<file path="config.mk">
export PLATFORM = sky130hd
export DESIGN_NAME = alu_pipe_seq
export DESIGN_NICKNAME = d
export VERILOG_FILES = /design/src/rtl/alu_pkg.sv /design/src/rtl/alu_pipe_seq_core.sv /design/src/rtl/alu_pipe_seq.sv
export SDC_FILE = /design/constraint.sdc
export NUM_CORES = 1
export LEC_CHECK = 0
export BUFFER_PORTS_ARGS = -buffer_cell sky130_fd_sc_hd__buf_2
export CAP_MARGIN = 10
export CORE_UTILIZATION = 35
export DETAILED_ROUTE_END_ITERATION = 8
export GPL_TIMING_DRIVEN = 1
export MAX_ROUTING_LAYER = met4
export RECOVER_POWER = 50
export SLEW_MARGIN = 5
export SYNTH_ARGS = -nofsm -noshare
export SYNTH_HDL_FRONTEND = slang
export SYNTH_SLANG_ARGS = --single-unit
</file>
<file path="constraint.sdc">
create_clock -name clk -period 7.75 [get_ports clk]
set_input_delay 0.775 -clock clk [delete_from_list [all_inputs] [get_ports clk]]
set_output_delay 0.775 -clock clk [all_outputs]
set_load 0.02 [all_outputs]
</file>
<file path="src/rtl/alu_pkg.sv">
// Shared definitions for the pipelined ALU: function-select codes, class
// decode masks and the controller state type.
package alu_pkg;

  localparam logic [4:0] FS_ZERO   = 5'b00000;
  localparam logic [4:0] FS_NOR    = 5'b00001;
  localparam logic [4:0] FS_NAB    = 5'b00010;
  localparam logic [4:0] FS_NOTA   = 5'b00011;
  localparam logic [4:0] FS_ANB    = 5'b00100;
  localparam logic [4:0] FS_NOTB   = 5'b00101;
  localparam logic [4:0] FS_XOR    = 5'b00110;
  localparam logic [4:0] FS_NAND   = 5'b00111;
  localparam logic [4:0] FS_AND    = 5'b01000;
  localparam logic [4:0] FS_XNOR   = 5'b01001;
  localparam logic [4:0] FS_PASSB  = 5'b01010;
  localparam logic [4:0] FS_ORNA   = 5'b01011;
  localparam logic [4:0] FS_PASSA  = 5'b01100;
  localparam logic [4:0] FS_ORNB   = 5'b01101;
  localparam logic [4:0] FS_OR     = 5'b01110;
  localparam logic [4:0] FS_ONES   = 5'b01111;
  localparam logic [4:0] FS_INCC   = 5'b10000;
  localparam logic [4:0] FS_NEG    = 5'b10001;
  localparam logic [4:0] FS_INC    = 5'b10010;
  localparam logic [4:0] FS_CSUBA  = 5'b10011;
  localparam logic [4:0] FS_ADD    = 5'b10100;
  localparam logic [4:0] FS_BSUBA  = 5'b10101;
  localparam logic [4:0] FS_SUB    = 5'b10110;
  localparam logic [4:0] FS_NADD   = 5'b10111;
  localparam logic [4:0] FS_SHL    = 5'b11000;
  localparam logic [4:0] FS_SHR    = 5'b11001;
  localparam logic [4:0] FS_SAR    = 5'b11011;
  localparam logic [4:0] FS_ROT    = 5'b11100;

  localparam logic [4:0] FS_LOGIC_MASK = 5'b10000;
  localparam logic [4:0] FS_LOGIC_VAL  = 5'b00000;
  localparam logic [4:0] FS_CLASS_MASK = 5'b11000;
  localparam logic [4:0] FS_ARITH_VAL  = 5'b10000;
  localparam logic [4:0] FS_SHIFT_VAL  = 5'b11000;

  typedef enum logic {IDLE = 1'b0, SHIFT = 1'b1} state_t;

  function automatic logic is_logic(input logic [4:0] fs);
    return (fs & FS_LOGIC_MASK) == FS_LOGIC_VAL;
  endfunction

  function automatic logic is_arith(input logic [4:0] fs);
    return (fs & FS_CLASS_MASK) == FS_ARITH_VAL;
  endfunction

  function automatic logic is_shift(input logic [4:0] fs);
    return (fs & FS_CLASS_MASK) == FS_SHIFT_VAL;
  endfunction

endpackage

</file>
<file path="src/rtl/alu_pipe_seq_core.sv">
// Combinational logic/arithmetic evaluation; shift codes yield zeros here
// because shifting is handled by the sequencer.
module alu_core
  import alu_pkg::*;
#(
  parameter int unsigned WIDTH = 16
) (
  input  logic [4:0]       fs,
  input  logic [WIDTH-1:0] a,
  input  logic [WIDTH-1:0] b,
  input  logic             cin,
  output logic [WIDTH-1:0] f,
  output logic             cout,
  output logic             v
);

  logic [WIDTH-1:0] x;
  logic [WIDTH-1:0] y;
  logic             c;
  logic [WIDTH:0]   sum;

  always_comb begin
    f    = '0;
    cout = 1'b0;
    v    = 1'b0;
    x    = '0;
    y    = '0;
    c    = 1'b0;
    sum  = '0;
    if (is_logic(fs)) begin
      // FS[3:0] is the truth table of the bitwise function, indexed by {a,b}
      for (int unsigned i = 0; i < WIDTH; i++) begin
        f[i] = fs[{a[i], b[i]}];
      end
    end else if (is_arith(fs)) begin
      case (fs[2:0])
        3'd0: begin x = a;  y = '0;          c = cin;  end
        3'd1: begin x = ~a; y = '0;          c = 1'b1; end
        3'd2: begin x = a;  y = WIDTH'(1);   c = cin;  end
        3'd3: begin x = ~a; y = WIDTH'(1);   c = cin;  end
        3'd4: begin x = a;  y = b;           c = cin;  end
        3'd5: begin x = ~a; y = b;           c = cin;  end
        3'd6: begin x = a;  y = ~b;          c = cin;  end
        default: begin x = ~a; y = ~b;       c = cin;  end
      endcase
      sum  = {1'b0, x} + {1'b0, y} + {{WIDTH{1'b0}}, c};
      f    = sum[WIDTH-1:0];
      cout = sum[WIDTH];
      v    = (x[WIDTH-1] == y[WIDTH-1]) && (sum[WIDTH-1] != x[WIDTH-1]);
    end
  end

endmodule

</file>
<file path="src/rtl/alu_pipe_seq.sv">
// Registered ALU with valid/ready handshakes, status flags and an iterative
// one-bit-per-cycle shifter.
module alu_pipe_seq
  import alu_pkg::*;
#(
  parameter  int unsigned WIDTH = 16,
  localparam int unsigned SHW   = $clog2(WIDTH)
) (
  input  logic             clk,
  input  logic             rst_n,
  input  logic             in_valid,
  output logic             in_ready,
  input  logic [4:0]       FS,
  input  logic [WIDTH-1:0] A,
  input  logic [WIDTH-1:0] B,
  input  logic             Cin,
  input  logic [SHW-1:0]   SHAMT,
  output logic             out_valid,
  input  logic             out_ready,
  output logic [WIDTH-1:0] F,
  output logic             Cout,
  output logic             Z,
  output logic             N,
  output logic             V,
  output logic             busy
);

  state_t           state_q, state_d;
  logic [WIDTH-1:0] work_q, work_d;
  logic [SHW-1:0]   cnt_q, cnt_d;
  logic [2:0]       mode_q, mode_d;
  logic             cin_q, cin_d;
  logic             out_valid_q, out_valid_d;
  logic [WIDTH-1:0] f_q, f_d;
  logic             cout_q, cout_d;
  logic             z_q, z_d;
  logic             n_q, n_d;
  logic             v_q, v_d;

  logic [WIDTH-1:0] core_f;
  logic             core_cout;
  logic             core_v;
  logic [WIDTH-1:0] step_w;
  logic             step_out;
  logic             accept;
  logic             last_step;
  logic             wr;
  logic [WIDTH-1:0] res_f;
  logic             res_c;
  logic             res_v;

  alu_core #(.WIDTH(WIDTH)) u_core (
    .fs   (FS),
    .a    (A),
    .b    (B),
    .cin  (Cin),
    .f    (core_f),
    .cout (core_cout),
    .v    (core_v)
  );

  assign in_ready  = (state_q == IDLE) && (!out_valid_q || out_ready);
  assign accept    = in_valid && in_ready;
  assign last_step = (cnt_q == SHW'(1));
  assign busy      = (state_q == SHIFT);
  assign out_valid = out_valid_q;
  assign F         = f_q;
  assign Cout      = cout_q;
  assign Z         = z_q;
  assign N         = n_q;
  assign V         = v_q;

  // mode bit 0 = right, bit 1 = arithmetic fill, bit 2 = rotate
  always_comb begin
    step_w   = work_q;
    step_out = 1'b0;
    if (!mode_q[0]) begin
      step_out = work_q[WIDTH-1];
      step_w   = {work_q[WIDTH-2:0], mode_q[2] ? work_q[WIDTH-1] : cin_q};
    end else begin
      step_out = work_q[0];
      step_w   = {mode_q[2] ? work_q[0] : (mode_q[1] & work_q[WIDTH-1]),
                  work_q[WIDTH-1:1]};
    end
  end

  always_comb begin
    state_d     = state_q;
    work_d      = work_q;
    cnt_d       = cnt_q;
    mode_d      = mode_q;
    cin_d       = cin_q;
    out_valid_d = out_valid_q && !out_ready;
    f_d         = f_q;
    cout_d      = cout_q;
    z_d         = z_q;
    n_d         = n_q;
    v_d         = v_q;
    wr          = 1'b0;
    res_f       = '0;
    res_c       = 1'b0;
    res_v       = 1'b0;
    unique case (state_q)
      IDLE: begin
        if (accept) begin
          if (is_shift(FS)) begin
            if (SHAMT == '0) begin
              wr    = 1'b1;
              res_f = A;
            end else begin
              work_d  = A;
              cnt_d   = SHAMT;
              mode_d  = FS[2:0];
              cin_d   = Cin;
              state_d = SHIFT;
            end
          end else begin
            wr    = 1'b1;
            res_f = core_f;
            res_c = core_cout;
            res_v = core_v;
          end
        end
      end
      SHIFT: begin
        // Only the result-writing step waits for a held output slot
        if (!(last_step && out_valid_q && !out_ready)) begin
          work_d = step_w;
          cnt_d  = cnt_q - SHW'(1);
          if (last_step) begin
            wr      = 1'b1;
            res_f   = step_w;
            res_c   = step_out;
            state_d = IDLE;
          end
        end
      end
      default: state_d = IDLE;
    endcase
    if (wr) begin
      out_valid_d = 1'b1;
      f_d         = res_f;
      cout_d      = res_c;
      v_d         = res_v;
      z_d         = (res_f == '0);
      n_d         = res_f[WIDTH-1];
    end
  end

  always_ff @(posedge clk) begin
    if (!rst_n) begin
      state_q     <= IDLE;
      work_q      <= '0;
      cnt_q       <= '0;
      mode_q      <= '0;
      cin_q       <= 1'b0;
      out_valid_q <= 1'b0;
      f_q         <= '0;
      cout_q      <= 1'b0;
      z_q         <= 1'b0;
      n_q         <= 1'b0;
      v_q         <= 1'b0;
    end else begin
      state_q     <= state_d;
      work_q      <= work_d;
      cnt_q       <= cnt_d;
      mode_q      <= mode_d;
      cin_q       <= cin_d;
      out_valid_q <= out_valid_d;
      f_q         <= f_d;
      cout_q      <= cout_d;
      z_q         <= z_d;
      n_q         <= n_d;
      v_q         <= v_d;
    end
  end

endmodule

</file>
==> flow_summary.html, run 1 <==
<table>
<tr><th>Metric</th><th>Value</th></tr>
<tr><th colspan="2">Logic synthesis</th></tr>
<tr><td>Post-Synthesis Cells</td><td>approximately 550</td></tr>
<tr><td>Most frequent cell after synthesis</td><td>sky130_fd_sc_hd__nor2_1</td></tr>
<tr><td>Proportion of netlist area held by the largest area contributor</td><td>0.214</td></tr>
<tr><td>Area fraction in compound gates after synthesis</td><td>0.253</td></tr>
<tr><td>Total standard cell area after synthesis</td><td>about 4200 um^2</td></tr>
<tr><td>Xor/xnor share of the synthesized area</td><td>0.0771</td></tr>
<tr><td>Most used standard cells in the synthesized netlist</td><td>sky130_fd_sc_hd__nor2_1, sky130_fd_sc_hd__a21oi_1, sky130_fd_sc_hd__nand2_1</td></tr>
<tr><td>Synthesized flop and latch total</td><td>45</td></tr>
<tr><td>Simple-gate share of the synthesized area</td><td>0.214</td></tr>
<tr><td>Adder-Cell Fraction of Synth Area</td><td>0.0601</td></tr>
<tr><td>Post-synth ARST share</td><td>0</td></tr>
<tr><td>Share of the yosys chip area belonging to registers</td><td>0.214</td></tr>
<tr><td>Number of synthesized flops with an enable pin</td><td>0</td></tr>
<tr><td>Most instantiated flip-flop cell in the synthesis netlist</td><td>sky130_fd_sc_hd__dfxtp_1</td></tr>
<tr><td>Share of synthesized area spent on multiplexers</td><td>0.130</td></tr>
<tr><td>Post-synthesis net count</td><td>just over 600</td></tr>
<tr><td>Combinational family with the most area after synthesis</td><td>compound AO/OA/AOI/OAI gates</td></tr>
<tr><td>Top cell type by total area after synthesis</td><td>sky130_fd_sc_hd__dfxtp_1</td></tr>
<tr><td>Number of synthesis warnings</td><td>0</td></tr>
<tr><td>Number of different library cells in the post-synthesis netlist</td><td>66</td></tr>
<tr><td>Synthesized area per cell</td><td>7.68 um^2</td></tr>
<tr><td>Ranking of synthesized cells by area</td><td>sky130_fd_sc_hd__dfxtp_1, sky130_fd_sc_hd__a21oi_1, sky130_fd_sc_hd__mux4_2, sky130_fd_sc_hd__xor2_1, sky130_fd_sc_hd__nor2_1</td></tr>
<tr><th colspan="2">Routing</th></tr>
<tr><td>Via-per-instance ratio</td><td>just under 6</td></tr>
<tr><td>Wirelength per Cell</td><td>about 18 um</td></tr>
<tr><td>Total via count in the routed design</td><td>4257</td></tr>
<tr><td>Drt total wl</td><td>about 13000 um</td></tr>
<tr><td>Number of remaining DRC errors</td><td>6</td></tr>
<tr><td>Count of TritonRoute iterations in the first routing pass</td><td>7</td></tr>
<tr><td>Starting DRT DRC Count</td><td>around 300</td></tr>
<tr><td>Count of nets left with antenna violations after detail routing</td><td>0</td></tr>
<tr><th colspan="2">Pwr</th></tr>
<tr><td>Total power divided by cell area</td><td>roughly 160 nW/um^2</td></tr>
<tr><td>Worst vdd ir</td><td>106 uV</td></tr>
<tr><td>Power share of the sequential group</td><td>0.343</td></tr>
<tr><td>Share of total power in combinational logic</td><td>0.383</td></tr>
<tr><td>Internal power</td><td>around 490 uW</td></tr>
<tr><td>Power dissipated by switching net loads</td><td>around 270 uW</td></tr>
<tr><td>Overall power after layout</td><td>about 760 uW</td></tr>
<tr><td>Leakage component of the power</td><td>between 0.0015 and 0.002 uW</td></tr>
<tr><td>Part of the total power dissipated in the clock network</td><td>0.274</td></tr>
<tr><td>Fraction of power spent switching nets</td><td>0.358</td></tr>
<tr><th colspan="2">Timing</th></tr>
<tr><td>Relative slew margins</td><td>-0.128</td></tr>
<tr><td>PnR worst setup slack</td><td>between 3 and 4 ns</td></tr>
<tr><td>Minimum clock period after layout</td><td>about 4.4 ns</td></tr>
<tr><td>Final-report max-slew violation count</td><td>78</td></tr>
<tr><td>Period utilization</td><td>0.571</td></tr>
<tr><td>Post-route clock skew</td><td>~0.0034 ns</td></tr>
<tr><td>Highest attainable clock frequency</td><td>around 230 MHz</td></tr>
<tr><td>RSZ-0062 raised after global routing</td><td>no</td></tr>
<tr><td>Accumulated negative setup slack</td><td>0 ns</td></tr>
<tr><td>Final setup violation count</td><td>0</td></tr>
<tr><td>Total count of hold-check failures in the final report</td><td>0</td></tr>
<tr><td>Worst-margin pin slew</td><td>around 1.7 ns</td></tr>
<tr><th colspan="2">Layout</th></tr>
<tr><td>Share of layout cells above drive strength 1</td><td>0.131</td></tr>
<tr><td>Final net count</td><td>approximately 650</td></tr>
<tr><td>FILL cells</td><td>approximately 1200</td></tr>
<tr><td>Antenna cell count</td><td>0</td></tr>
<tr><td>Post-layout instance count excluding filler cells</td><td>730</td></tr>
<tr><td>Synthesis-to-layout area growth</td><td>11.4%</td></tr>
<tr><th colspan="2">Worst setup path</th></tr>
<tr><td>Crit path DAT</td><td>about 4.6 ns</td></tr>
<tr><td>Startpoint-to-endpoint class of the critical path</td><td>in -&gt; reg</td></tr>
<tr><td>Worst Path Max Fanout</td><td>40</td></tr>
<tr><td>Crit path launch type</td><td>input pin</td></tr>
<tr><td>Kind of end point of the critical path</td><td>flip-flop</td></tr>
<tr><td>Required time reported for the critical path endpoint</td><td>~8.0 ns</td></tr>
<tr><th colspan="2">Floorplan</th></tr>
<tr><td>Total I/O pin count</td><td>69</td></tr>
<tr><td># rows</td><td>39</td></tr>
<tr><td>Starting density of the core</td><td>0.363</td></tr>
<tr><td>Area of the placeable core</td><td>around 12000 um^2</td></tr>
<tr><td>Die width</td><td>112 um</td></tr>
<tr><td>Die area</td><td>around 12000 um^2</td></tr>
<tr><td>Die height</td><td>approximately 110 um</td></tr>
<tr><th colspan="2">Place</th></tr>
<tr><td>Place WS</td><td>~3.5 ns</td></tr>
<tr><td>Cell total after placement</td><td>~720</td></tr>
<tr><td>Sum of net half-perimeters after detailed placement</td><td>roughly 9500 um</td></tr>
<tr><td>Number of port buffers</td><td>68</td></tr>
<tr><td>Final GP Congestion</td><td>0.878</td></tr>
<tr><th colspan="2">Clock tree</th></tr>
<tr><td>Root buffer cell</td><td>sky130_fd_sc_hd__clkbuf_16</td></tr>
<tr><td>Clock buffers created by TritonCTS</td><td>5</td></tr>
<tr><td>Clock tree from TritonCTS</td><td>built</td></tr>
<tr><td>Buffers inserted by post-CTS timing repair</td><td>0</td></tr>
<tr><td>Total clock sinks</td><td>45</td></tr>
<tr><td>Number of hold-repair buffers added at the cts stage</td><td>0</td></tr>
<tr><td>Clock insertion delay at the later pin of the skew report</td><td>between 0.2 and 0.3 ns</td></tr>
<tr><td>H-tree level count</td><td>2</td></tr>
<tr><td>Maximum root-to-sink buffer count</td><td>2</td></tr>
<tr><td>Clock transition at the registers of the reported paths</td><td>0.06 ns</td></tr>
<tr><td>CTS resizes</td><td>0</td></tr>
<tr><th colspan="2">Global routing</th></tr>
<tr><td>First-pass GRT wire length</td><td>roughly 21000 um</td></tr>
<tr><td>Maximum number of pins on one net before global-route repair</td><td>43</td></tr>
<tr><td>Congestion Overflow GR</td><td>0</td></tr>
<tr><td>GR Util All Layers</td><td>0.217</td></tr>
<tr><td>Number of global-route vias before repair</td><td>just over 4000</td></tr>
<tr><td>Initial antenna violation count</td><td>0</td></tr>
<tr><th colspan="2">Outcome</th></tr>
<tr><td>Outcome</td><td>finished, violations left</td></tr>
<tr><td>Failing checks</td><td>DRC, capacitance limit, slew limit</td></tr>
<tr><th colspan="2">Flow run</th></tr>
<tr><td>Max-Cap Viols</td><td>2</td></tr>
<tr><th colspan="2">Hold path</th></tr>
<tr><td>Hold WC Path Type</td><td>reg -&gt; reg</td></tr>
</table>
flip-flops by register name, indices dropped and copies added (netlist names):
register   count
out_valid      1
mode_q         3
V              1
work_q        16
cin_q          1
busy           1
cnt_q          4
Cout           1
F             16
Z              1
kinds of logic after synthesis:
family	Yosys count
AND/OR/NAND/NOR	192
adder cells (fa/ha/maj)	19
flip-flops	45
multiplexers	37
AO/OA/AOI/OAI	168
buffers and inverters	49
XOR/XNOR	37
power by group through the flow:
stage	Sequential (uW)	Clock (uW)	Combinational (uW)
5_1_grt	263	224	326
4_1_cts	260	213	293
3_3_place_gp	265	0	287
6_report	261	209	291
3_5_place_dp	265	0	291
2_1_floorplan	272	0	203
path summary, 6_finish.rpt:
kind / startpoint / slack, ns / endpoint / cells after the start
worst min-delay path: mode_q[1] / 0.46 / mode_q[1] / 2
worst min register to register: mode_q[1] / 0.46 / mode_q[1] / 2
worst max register to register: busy / 4.57 / Z / 9
worst max-delay path: FS[3] / 3.32 / Z / 9
critical path, stage by stage:
cell and delay [ns]:
sky130_fd_sc_hd__clkbuf_1 1.19, sky130_fd_sc_hd__nand2_1 0.38, sky130_fd_sc_hd__o2111ai_2 0.85, sky130_fd_sc_hd__o22a_1 0.38
sky130_fd_sc_hd__nand4_1 0.14, sky130_fd_sc_hd__nor4_1 0.40, sky130_fd_sc_hd__and3_1 0.21, sky130_fd_sc_hd__nand4b_1 0.11
sky130_fd_sc_hd__o31ai_2 0.17
routing by layer:
layer  wire length (um)  GRT usage
met2               5750      0.340
met3                834     0.0370
met1               5810      0.281
met5                  0          -
met4                407     0.0793
final cells by class:
class | count | area, um^2 | share of cell area
multi-input cells | 453 | 3080 | 0.659
flip-flops and latches | 45 | 901 | 0.192
repair buffers | 72 | 338 | 0.0722
well taps | 143 | 179 | 0.0382
clock buffers | 7 | 143 | 0.0305
inverters | 10 | 37.5 | 0.00802
cells in the final DEF, fill, tap and decap left out, types with 3 or more instances in the layout:
cell	count
sky130_fd_sc_hd__nand2b_1	6
sky130_fd_sc_hd__mux4_2	14
sky130_fd_sc_hd__o21ai_0	13
sky130_fd_sc_hd__ha_1	17
sky130_fd_sc_hd__buf_2	45
sky130_fd_sc_hd__xor2_1	35
sky130_fd_sc_hd__nand3_1	9
sky130_fd_sc_hd__nand4b_1	3
sky130_fd_sc_hd__inv_1	7
sky130_fd_sc_hd__nand4_1	3
sky130_fd_sc_hd__nor4_1	3
sky130_fd_sc_hd__nand2_1	46
sky130_fd_sc_hd__o22a_1	5
sky130_fd_sc_hd__o211ai_1	8
sky130_fd_sc_hd__a31oi_1	8
sky130_fd_sc_hd__mux2i_1	22
sky130_fd_sc_hd__dfxtp_1	45
sky130_fd_sc_hd__nor3_1	7
sky130_fd_sc_hd__nor2_1	79
sky130_fd_sc_hd__nor2b_1	6
sky130_fd_sc_hd__clkbuf_1	25
sky130_fd_sc_hd__and2_1	17
sky130_fd_sc_hd__and3_1	3
sky130_fd_sc_hd__o21a_1	3
sky130_fd_sc_hd__a311oi_1	3
sky130_fd_sc_hd__clkbuf_16	5
sky130_fd_sc_hd__buf_4	3
sky130_fd_sc_hd__o31ai_1	5
sky130_fd_sc_hd__a211oi_1	20
sky130_fd_sc_hd__a21oi_1	68
sky130_fd_sc_hd__o22ai_1	3
sky130_fd_sc_hd__o21ai_1	11
through the flow:
| stage | util | hold WS, ns | cell area, um^2 |
|---|---|---|---|
| floorplan | - | 0.432 | 4200 |
| global placement | 0.396 | 0.441 | 4580 |
| detailed placement | 0.396 | 0.447 | 4580 |
| CTS | 0.408 | 0.455 | 4720 |
| global route | 0.405 | 0.480 | 4680 |
| finish | 0.405 | 0.455 | 4680 |
No activity file was read; power rests on OpenSTA's default activity.
==> inputs of run 2 (changes only) <==
- ABC_AREA: default -> 1
- clock period: 7.75 -> 3.8 ns (I/O delays scaled with it)
==> run 2 against run 1 <==
The flow now finishes without violations. Combinational power grew 110%. Sequential power grew 110%. Core utilization shrank 0.53 points. Total power grew 120%. Register-to-register slack lost 4.0 ns. Critical path depth grew 1. Clock skew grew 0.0028 ns. Design area grew 8.6%. First-iteration DRC count grew 47%. Sequential share of layout area shrank 1.5 points. Via count grew 20%. Non-clock buffer count shrank 1. Highest routed layer unchanged.
==> flow_summary.html, run 2 <==
<table>
<tr><th>Metric</th><th>Value</th></tr>
<tr><th colspan="2">Outcome</th></tr>
<tr><td>Outcome</td><td>finished clean</td></tr>
<tr><th colspan="2">Layout</th></tr>
<tr><td>Synthesis-to-layout area growth</td><td>10.4%</td></tr>
<tr><td>Antenna cell count</td><td>0</td></tr>
<tr><td>Final net count</td><td>~910</td></tr>
<tr><td>FILL cells</td><td>between 1000 and 1500</td></tr>
<tr><td>Post-route core utilization</td><td>0.400</td></tr>
<tr><td>Total non-filler cell area in the finished layout</td><td>between 5000 and 6000 um^2</td></tr>
<tr><td>Commonest cells after routing, fill and taps aside</td><td>sky130_fd_sc_hd__nand2_1, sky130_fd_sc_hd__inv_1, sky130_fd_sc_hd__a21oi_1</td></tr>
<tr><td>Share of layout cells above drive strength 1</td><td>0.110</td></tr>
<tr><td>Most common cell after layout, fill and taps aside</td><td>sky130_fd_sc_hd__nand2_1</td></tr>
<tr><th colspan="2">Timing</th></tr>
<tr><td>RSZ-0062 raised after global routing</td><td>no</td></tr>
<tr><td>Final setup violation count</td><td>0</td></tr>
<tr><td>Minimum clock period after layout</td><td>roughly 3.2 ns</td></tr>
<tr><td>Accumulated negative setup slack</td><td>0 ns</td></tr>
<tr><td>Relative slew margins</td><td>0.244</td></tr>
<tr><td>Final hold slack</td><td>0.374 ns</td></tr>
<tr><td>Worst-margin pin slew</td><td>roughly 1.1 ns</td></tr>
<tr><td>Total count of hold-check failures in the final report</td><td>0</td></tr>
<tr><td>Final-report max-slew violation count</td><td>0</td></tr>
<tr><td>Highest attainable clock frequency</td><td>around 310 MHz</td></tr>
<tr><td>Post-route clock skew</td><td>just over 0.006 ns</td></tr>
<tr><td>Period utilization</td><td>0.839</td></tr>
<tr><th colspan="2">Pwr</th></tr>
<tr><td>Leakage component of the power</td><td>~0.0026 uW</td></tr>
<tr><td>Worst vdd ir</td><td>around 180 uV</td></tr>
<tr><td>Total power divided by cell area</td><td>between 300 and 400 nW/um^2</td></tr>
<tr><th colspan="2">Logic synthesis</th></tr>
<tr><td>Combinational family with the most area after synthesis</td><td>simple AND/OR/NAND/NOR gates</td></tr>
<tr><td>Number of different library cells in the post-synthesis netlist</td><td>45</td></tr>
<tr><td>Xor/xnor share of the synthesized area</td><td>0.0342</td></tr>
<tr><td>Post-Synthesis Cells</td><td>around 800</td></tr>
<tr><td>Share of synthesized area spent on multiplexers</td><td>0</td></tr>
<tr><td>Proportion of netlist area held by the largest area contributor</td><td>0.196</td></tr>
<tr><td>Share of the yosys chip area belonging to registers</td><td>0.196</td></tr>
<tr><td>Number of synthesized flops with an enable pin</td><td>0</td></tr>
<tr><td>Number of synthesis warnings</td><td>0</td></tr>
<tr><td>Synthesized flop and latch total</td><td>45</td></tr>
<tr><td>Post-synthesis net count</td><td>861</td></tr>
<tr><td>Simple-gate share of the synthesized area</td><td>0.357</td></tr>
<tr><td>Total standard cell area after synthesis</td><td>4600 um^2</td></tr>
<tr><td>Post-synth ARST share</td><td>0</td></tr>
<tr><td>Synthesized area per cell</td><td>between 5 and 6 um^2</td></tr>
<tr><td>Most frequent cell after synthesis</td><td>sky130_fd_sc_hd__nand2_1</td></tr>
<tr><td>Adder-Cell Fraction of Synth Area</td><td>0.0549</td></tr>
<tr><td>Top cell type by total area after synthesis</td><td>sky130_fd_sc_hd__dfxtp_1</td></tr>
<tr><td>Most used standard cells in the synthesized netlist</td><td>sky130_fd_sc_hd__nand2_1, sky130_fd_sc_hd__inv_1, sky130_fd_sc_hd__a21oi_1</td></tr>
<tr><td>Area fraction in compound gates after synthesis</td><td>0.212</td></tr>
<tr><td>Ranking of synthesized cells by area</td><td>sky130_fd_sc_hd__dfxtp_1, sky130_fd_sc_hd__nand2_1, sky130_fd_sc_hd__inv_1, sky130_fd_sc_hd__a21oi_1, sky130_fd_sc_hd__o21ai_0</td></tr>
<tr><td>Most instantiated flip-flop cell in the synthesis netlist</td><td>sky130_fd_sc_hd__dfxtp_1</td></tr>
<tr><th colspan="2">Routing</th></tr>
<tr><td>Wirelength per Cell</td><td>14.5 um</td></tr>
<tr><td>Count of TritonRoute iterations in the first routing pass</td><td>5</td></tr>
<tr><td>Drt total wl</td><td>between 10000 and 15000 um</td></tr>
<tr><td>Count of nets left with antenna violations after detail routing</td><td>0</td></tr>
<tr><td>Number of remaining DRC errors</td><td>0</td></tr>
<tr><td>Total via count in the routed design</td><td>between 5000 and 6000</td></tr>
<tr><td>Via-per-instance ratio</td><td>between 5 and 6</td></tr>
<tr><td>Starting DRT DRC Count</td><td>approximately 440</td></tr>
<tr><th colspan="2">Worst setup path</th></tr>
<tr><td>Crit path DAT</td><td>roughly 3.3 ns</td></tr>
<tr><td>Family with the most delay on the worst path</td><td>buffers and inverters</td></tr>
<tr><td>Worst reg2reg setup slack</td><td>0.61 ns</td></tr>
<tr><td>Reg2reg path depth</td><td>10</td></tr>
<tr><td>Kind of end point of the critical path</td><td>flip-flop</td></tr>
<tr><td>Required time reported for the critical path endpoint</td><td>between 3 and 4 ns</td></tr>
<tr><td>Startpoint-to-endpoint class of the critical path</td><td>reg -&gt; reg</td></tr>
<tr><td>Reg2Reg Capture Point</td><td>cnt_q[1]</td></tr>
<tr><td>Worst Path Max Fanout</td><td>31</td></tr>
<tr><td>Cell type of the slowest stage on the worst timing path</td><td>sky130_fd_sc_hd__clkinvlp_2</td></tr>
<tr><td>Crit path launch type</td><td>flip-flop</td></tr>
<tr><td>Delay of the slowest cell on the worst path</td><td>approximately 0.68 ns</td></tr>
<tr><td>Count of buffering cells on the critical path with inverters included</td><td>4</td></tr>
<tr><td>Critical register-to-register path startpoint</td><td>busy</td></tr>
<tr><td>Worst-path cell chain</td><td>clkinvlp_2, nand2_1, nor2_1, inv_1, nor2_1, inv_2, o21ai_2, inv_2, a211oi_1, a211oi_1</td></tr>
<tr><th colspan="2">Place</th></tr>
<tr><td>Final GP Congestion</td><td>0.901</td></tr>
<tr><td>Post-DP Area</td><td>4970 um^2</td></tr>
<tr><td>Sum of net half-perimeters after detailed placement</td><td>11500 um</td></tr>
<tr><td>Number of port buffers</td><td>68</td></tr>
<tr><th colspan="2">Global routing</th></tr>
<tr><td>Number of global-route vias before repair</td><td>between 4000 and 5000</td></tr>
<tr><td>Congestion Overflow GR</td><td>0</td></tr>
<tr><td>Maximum number of pins on one net before global-route repair</td><td>34</td></tr>
<tr><td>First-pass GRT wire length</td><td>~23000 um</td></tr>
<tr><td>Initial antenna violation count</td><td>0</td></tr>
<tr><td>GR Util All Layers</td><td>0.227</td></tr>
<tr><th colspan="2">Hold path</th></tr>
<tr><td>Terminating pin of the worst hold path</td><td>cin_q</td></tr>
<tr><td>Hold WC Path Type</td><td>in -&gt; reg</td></tr>
<tr><td>Cell depth of the worst min-delay path</td><td>3</td></tr>
<tr><td>Hold path startpoint</td><td>Cin</td></tr>
<tr><th colspan="2">Floorplan</th></tr>
<tr><td>Starting density of the core</td><td>0.362</td></tr>
<tr><td>Die width</td><td>117 um</td></tr>
<tr><td>Area of the placeable core</td><td>12700 um^2</td></tr>
<tr><td># rows</td><td>between 40 and 50</td></tr>
<tr><td>Die height</td><td>approximately 120 um</td></tr>
<tr><td>Total I/O pin count</td><td>69</td></tr>
<tr><td>Die area</td><td>around 14000 um^2</td></tr>
<tr><th colspan="2">Clock tree</th></tr>
<tr><td>Clock buffers created by TritonCTS</td><td>5</td></tr>
<tr><td>Maximum root-to-sink buffer count</td><td>2</td></tr>
<tr><td>Clock insertion delay at the later pin of the skew report</td><td>just under 0.3 ns</td></tr>
<tr><td>Root buffer cell</td><td>sky130_fd_sc_hd__clkbuf_16</td></tr>
<tr><td>Number of hold-repair buffers added at the cts stage</td><td>0</td></tr>
<tr><td>Clock tree from TritonCTS</td><td>built</td></tr>
<tr><td>Clock transition at the registers of the reported paths</td><td>0.07 ns</td></tr>
<tr><td>H-tree level count</td><td>2</td></tr>
<tr><td>Total clock sinks</td><td>45</td></tr>
<tr><td>CTS resizes</td><td>0</td></tr>
<tr><td>Buffers inserted by post-CTS timing repair</td><td>0</td></tr>
<tr><th colspan="2">Flow run</th></tr>
<tr><td>Max-Cap Viols</td><td>0</td></tr>
</table>
## run 2: worst max path at each step
stage	start	end	slack, ns	depth (start not counted)
2_1_floorplan	FS[1]	Z	1.20	20
3_3_place_gp	FS[0]	Z	0.75	19
3_5_place_dp	FS[0]	Z	0.72	18
4_1_cts	FS[0]	Z	0.97	18
5_1_grt	busy	work_q[1]	0.34	10
6_report	busy	cnt_q[1]	0.61	10
## run 2: through the flow
step	cells	power [uW]	setup WS [ns]
2_1_floorplan	796	1000	1.20
3_3_place_gp	1006	1170	0.745
3_5_place_dp	1006	1170	0.716
4_1_cts	1014	1680	0.975
5_1_grt	1014	1790	0.344
6_report	1014	1670	0.613
## run 2: routing by layer
metal | GRT usage | share of wire | up-vias
li1 | - | - | 2642
met1 | 0.296 | 0.48 | 2314
met2 | 0.376 | 0.47 | 144
met3 | 0.0291 | 0.043 | 16
met4 | 0.0473 | 0.014 | 0
met5 | - | 0 | -
## run 2: cells by family after synthesis
| group | Yosys count |
|---|---|
| compound gates | 179 |
| xor+xnor | 18 |
| fa+ha+maj | 19 |
| buf+inv | 154 |
| flops | 45 |
| simple gates | 381 |
## run 2: area by class of cell
class / count / area, um^2 / area share
tap: 172 / 215 / 0.0423
timing repair buffer: 71 / 332 / 0.0652
inverter: 121 / 460 / 0.0906
clock inverter: 2 / 37.5 / 0.00738
clock buffer: 6 / 139 / 0.0273
sequential: 45 / 901 / 0.177
multi-input combinational: 597 / 3000 / 0.590
## run 2: where the power goes
group | total [uW] | switching, uW | internal, uW
registers | 538 | 26.3 | 512
logic | 615 | 414 | 201
clock network | 517 | 189 | 328
## run 2: worst reg2reg max path: stages, from the launching register on
cell	delay [ns]
sky130_fd_sc_hd__dfxtp_1	0.32
sky130_fd_sc_hd__clkinvlp_2	0.68
sky130_fd_sc_hd__nand2_1	0.16
sky130_fd_sc_hd__nor2_1	0.46
sky130_fd_sc_hd__inv_1	0.13
sky130_fd_sc_hd__nor2_1	0.40
sky130_fd_sc_hd__inv_2	0.12
sky130_fd_sc_hd__o21ai_2	0.22
sky130_fd_sc_hd__inv_2	0.25
sky130_fd_sc_hd__a211oi_1	0.24
sky130_fd_sc_hd__a211oi_1	0.08
==> inputs of run 3 (changes only) <==
- clock period: 3.8 -> 2.8 ns (I/O delays scaled with it)
==> run 3 against run 2 <==
Wire length down 0.81%. Fmax up 26%. Register-to-register slack worse by 0.34 ns. Design area up 2.9%. Core utilization up 1.1 points. Total power up 30%. Setup slack worse by 0.34 ns. Sequential share of layout area down 0.49 points. Largest power group unchanged.
==> flow_summary.html, run 3 (synthesized netlist as in run 2, its figures left out) <==
<table>
<tr><th>Metric</th><th>Value</th></tr>
<tr><th colspan="2">Layout</th></tr>
<tr><td>Most common cell after layout, fill and taps aside</td><td>sky130_fd_sc_hd__nand2_1</td></tr>
<tr><td>Post-layout instance count excluding filler cells</td><td>roughly 1000</td></tr>
<tr><td>Commonest cells after routing, fill and taps aside</td><td>sky130_fd_sc_hd__nand2_1, sky130_fd_sc_hd__inv_1, sky130_fd_sc_hd__a21oi_1</td></tr>
<tr><td>Final net count</td><td>between 900 and 1000</td></tr>
<tr><td>Antenna cell count</td><td>0</td></tr>
<tr><td>Share of layout cells above drive strength 1</td><td>0.127</td></tr>
<tr><td>FILL cells</td><td>1504</td></tr>
<tr><td>Synthesis-to-layout area growth</td><td>13.6%</td></tr>
<tr><th colspan="2">Worst setup path</th></tr>
<tr><td>Worst Path Max Fanout</td><td>31</td></tr>
<tr><td>Worst reg2reg setup slack</td><td>between 0.2 and 0.3 ns</td></tr>
<tr><td>Reg2Reg Capture Point</td><td>cnt_q[1]</td></tr>
<tr><td>Required time reported for the critical path endpoint</td><td>about 2.9 ns</td></tr>
<tr><td>Critical register-to-register path startpoint</td><td>busy</td></tr>
<tr><td>Reg2reg path depth</td><td>10</td></tr>
<tr><td>Crit path launch type</td><td>flip-flop</td></tr>
<tr><td>Kind of end point of the critical path</td><td>flip-flop</td></tr>
<tr><td>Crit path DAT</td><td>between 2 and 3 ns</td></tr>
<tr><td>Startpoint-to-endpoint class of the critical path</td><td>reg -&gt; reg</td></tr>
<tr><th colspan="2">Outcome</th></tr>
<tr><td>Outcome</td><td>finished clean</td></tr>
<tr><th colspan="2">Clock tree</th></tr>
<tr><td>Clock transition at the registers of the reported paths</td><td>around 0.060 ns</td></tr>
<tr><td>Total clock sinks</td><td>45</td></tr>
<tr><td>Clock insertion delay at the later pin of the skew report</td><td>0.29 ns</td></tr>
<tr><td>Maximum root-to-sink buffer count</td><td>2</td></tr>
<tr><td>CTS resizes</td><td>0</td></tr>
<tr><td>Clock buffers created by TritonCTS</td><td>5</td></tr>
<tr><td>Clock tree from TritonCTS</td><td>built</td></tr>
<tr><td>H-tree level count</td><td>2</td></tr>
<tr><td>Buffers inserted by post-CTS timing repair</td><td>0</td></tr>
<tr><td>Number of hold-repair buffers added at the cts stage</td><td>0</td></tr>
<tr><td>Root buffer cell</td><td>sky130_fd_sc_hd__clkbuf_16</td></tr>
<tr><th colspan="2">Pwr</th></tr>
<tr><td>Total power divided by cell area</td><td>~410 nW/um^2</td></tr>
<tr><td>Worst vdd ir</td><td>313 uV</td></tr>
<tr><td>Leakage component of the power</td><td>0.00273 uW</td></tr>
<tr><th colspan="2">Routing</th></tr>
<tr><td>Count of TritonRoute iterations in the first routing pass</td><td>4</td></tr>
<tr><td>Count of nets left with antenna violations after detail routing</td><td>0</td></tr>
<tr><td>Total via count in the routed design</td><td>~5200</td></tr>
<tr><td>Wirelength per Cell</td><td>~14 um</td></tr>
<tr><td>Drt total wl</td><td>14500 um</td></tr>
<tr><td>Via-per-instance ratio</td><td>5.00</td></tr>
<tr><td>Number of remaining DRC errors</td><td>0</td></tr>
<tr><td>Starting DRT DRC Count</td><td>348</td></tr>
<tr><th colspan="2">Global routing</th></tr>
<tr><td>Number of global-route vias before repair</td><td>4620</td></tr>
<tr><td>Maximum number of pins on one net before global-route repair</td><td>33</td></tr>
<tr><td>Congestion Overflow GR</td><td>0</td></tr>
<tr><td>GR Util All Layers</td><td>0.231</td></tr>
<tr><td>Initial antenna violation count</td><td>0</td></tr>
<tr><td>First-pass GRT wire length</td><td>~24000 um</td></tr>
<tr><th colspan="2">Timing</th></tr>
<tr><td>Post-route clock skew</td><td>roughly 0.0094 ns</td></tr>
<tr><td>Total count of hold-check failures in the final report</td><td>0</td></tr>
<tr><td>Final hold slack</td><td>0.279 ns</td></tr>
<tr><td>RSZ-0062 raised after global routing</td><td>no</td></tr>
<tr><td>Accumulated negative setup slack</td><td>0 ns</td></tr>
<tr><td>Final setup violation count</td><td>0</td></tr>
<tr><td>Period utilization</td><td>0.904</td></tr>
<tr><td>Final-report max-slew violation count</td><td>0</td></tr>
<tr><td>Minimum clock period after layout</td><td>between 2 and 3 ns</td></tr>
<tr><td>Worst-margin pin slew</td><td>between 0.7 and 0.8 ns</td></tr>
<tr><td>Relative slew margins</td><td>0.487</td></tr>
<tr><td>Highest attainable clock frequency</td><td>around 400 MHz</td></tr>
<tr><th colspan="2">Floorplan</th></tr>
<tr><td>Total I/O pin count</td><td>~70</td></tr>
<tr><td>Die height</td><td>117 um</td></tr>
<tr><td>Die width</td><td>roughly 120 um</td></tr>
<tr><td>Die area</td><td>13600 um^2</td></tr>
<tr><td>Starting density of the core</td><td>0.362</td></tr>
<tr><td>Area of the placeable core</td><td>between 10000 and 15000 um^2</td></tr>
<tr><td># rows</td><td>41</td></tr>
<tr><th colspan="2">Hold path</th></tr>
<tr><td>Hold path startpoint</td><td>Cin</td></tr>
<tr><td>Cell depth of the worst min-delay path</td><td>3</td></tr>
<tr><td>Hold WC Path Type</td><td>in -&gt; reg</td></tr>
<tr><td>Terminating pin of the worst hold path</td><td>cin_q</td></tr>
<tr><th colspan="2">Place</th></tr>
<tr><td>Sum of net half-perimeters after detailed placement</td><td>roughly 12000 um</td></tr>
<tr><td>Cell total after placement</td><td>~1000</td></tr>
<tr><td>Number of port buffers</td><td>68</td></tr>
<tr><td>Final GP Congestion</td><td>around 0.88</td></tr>
<tr><th colspan="2">Flow run</th></tr>
<tr><td>Max-Cap Viols</td><td>0</td></tr>
</table>
[run 3: per-layer routing]
| layer | vias up | global-route usage | wire length, um |
|---|---|---|---|
| met3 | 16 | 0.0197 | 716 |
| met1 | 2296 | 0.320 | 6960 |
| met5 | - | - | 0 |
| li1 | 2684 | - | - |
| met2 | 159 | 0.368 | 6650 |
| met4 | 0 | 0.0430 | 210 |
[run 3: how the worst max path moves through the flow]
stage	start	end	slack (ns)
6_report	busy	cnt_q[1]	0.27
5_1_grt	FS[1]	Z	0.003
4_1_cts	FS[1]	Z	0.33
3_5_place_dp	FS[1]	Z	0.04
3_3_place_gp	FS[1]	Z	0.003
2_1_floorplan	FS[1]	Z	0.30
[run 3: stage by stage]
step | utilization | cell area (um^2) | setup WS (ns) | total power (uW)
after floorplan | - | 4600 | 0.301 | 1360
after global placement | 0.403 | 5130 | 0.00292 | 1610
after detailed placement | 0.403 | 5130 | 0.0412 | 1610
after CTS | 0.414 | 5270 | 0.325 | 2180
after global routing | 0.411 | 5230 | 0.00347 | 2340
final | 0.411 | 5230 | 0.270 | 2170
[run 3: where the power goes]
| group | switching (uW) | internal (uW) | leakage (uW) |
|---|---|---|---|
| logic | 569 | 298 | 0.00230 |
| registers | 32.2 | 695 | 0.000369 |
| clock network | 239 | 332 | 0.0000652 |
[run 3: cell type report]
cell class	instances	area, um^2	area share
timing repair buffer	89	492	0.0940
tap	172	215	0.0412
inverter	121	462	0.0883
clock buffer	8	136	0.0261
multi-input combinational	597	3020	0.578
sequential	45	901	0.172
[run 3: critical path, cell delays in order (launching register included)]
cell and delay, ns:
sky130_fd_sc_hd__dfxtp_1 0.33, sky130_fd_sc_hd__inv_4 0.27, sky130_fd_sc_hd__nand2_1 0.21, sky130_fd_sc_hd__nor2_8 0.17, sky130_fd_sc_hd__inv_1 0.07, sky130_fd_sc_hd__nor2_1 0.40, sky130_fd_sc_hd__inv_1 0.21, sky130_fd_sc_hd__o21ai_2 0.16
sky130_fd_sc_hd__inv_1 0.26, sky130_fd_sc_hd__a211oi_1 0.23, sky130_fd_sc_hd__a211oi_1 0.07
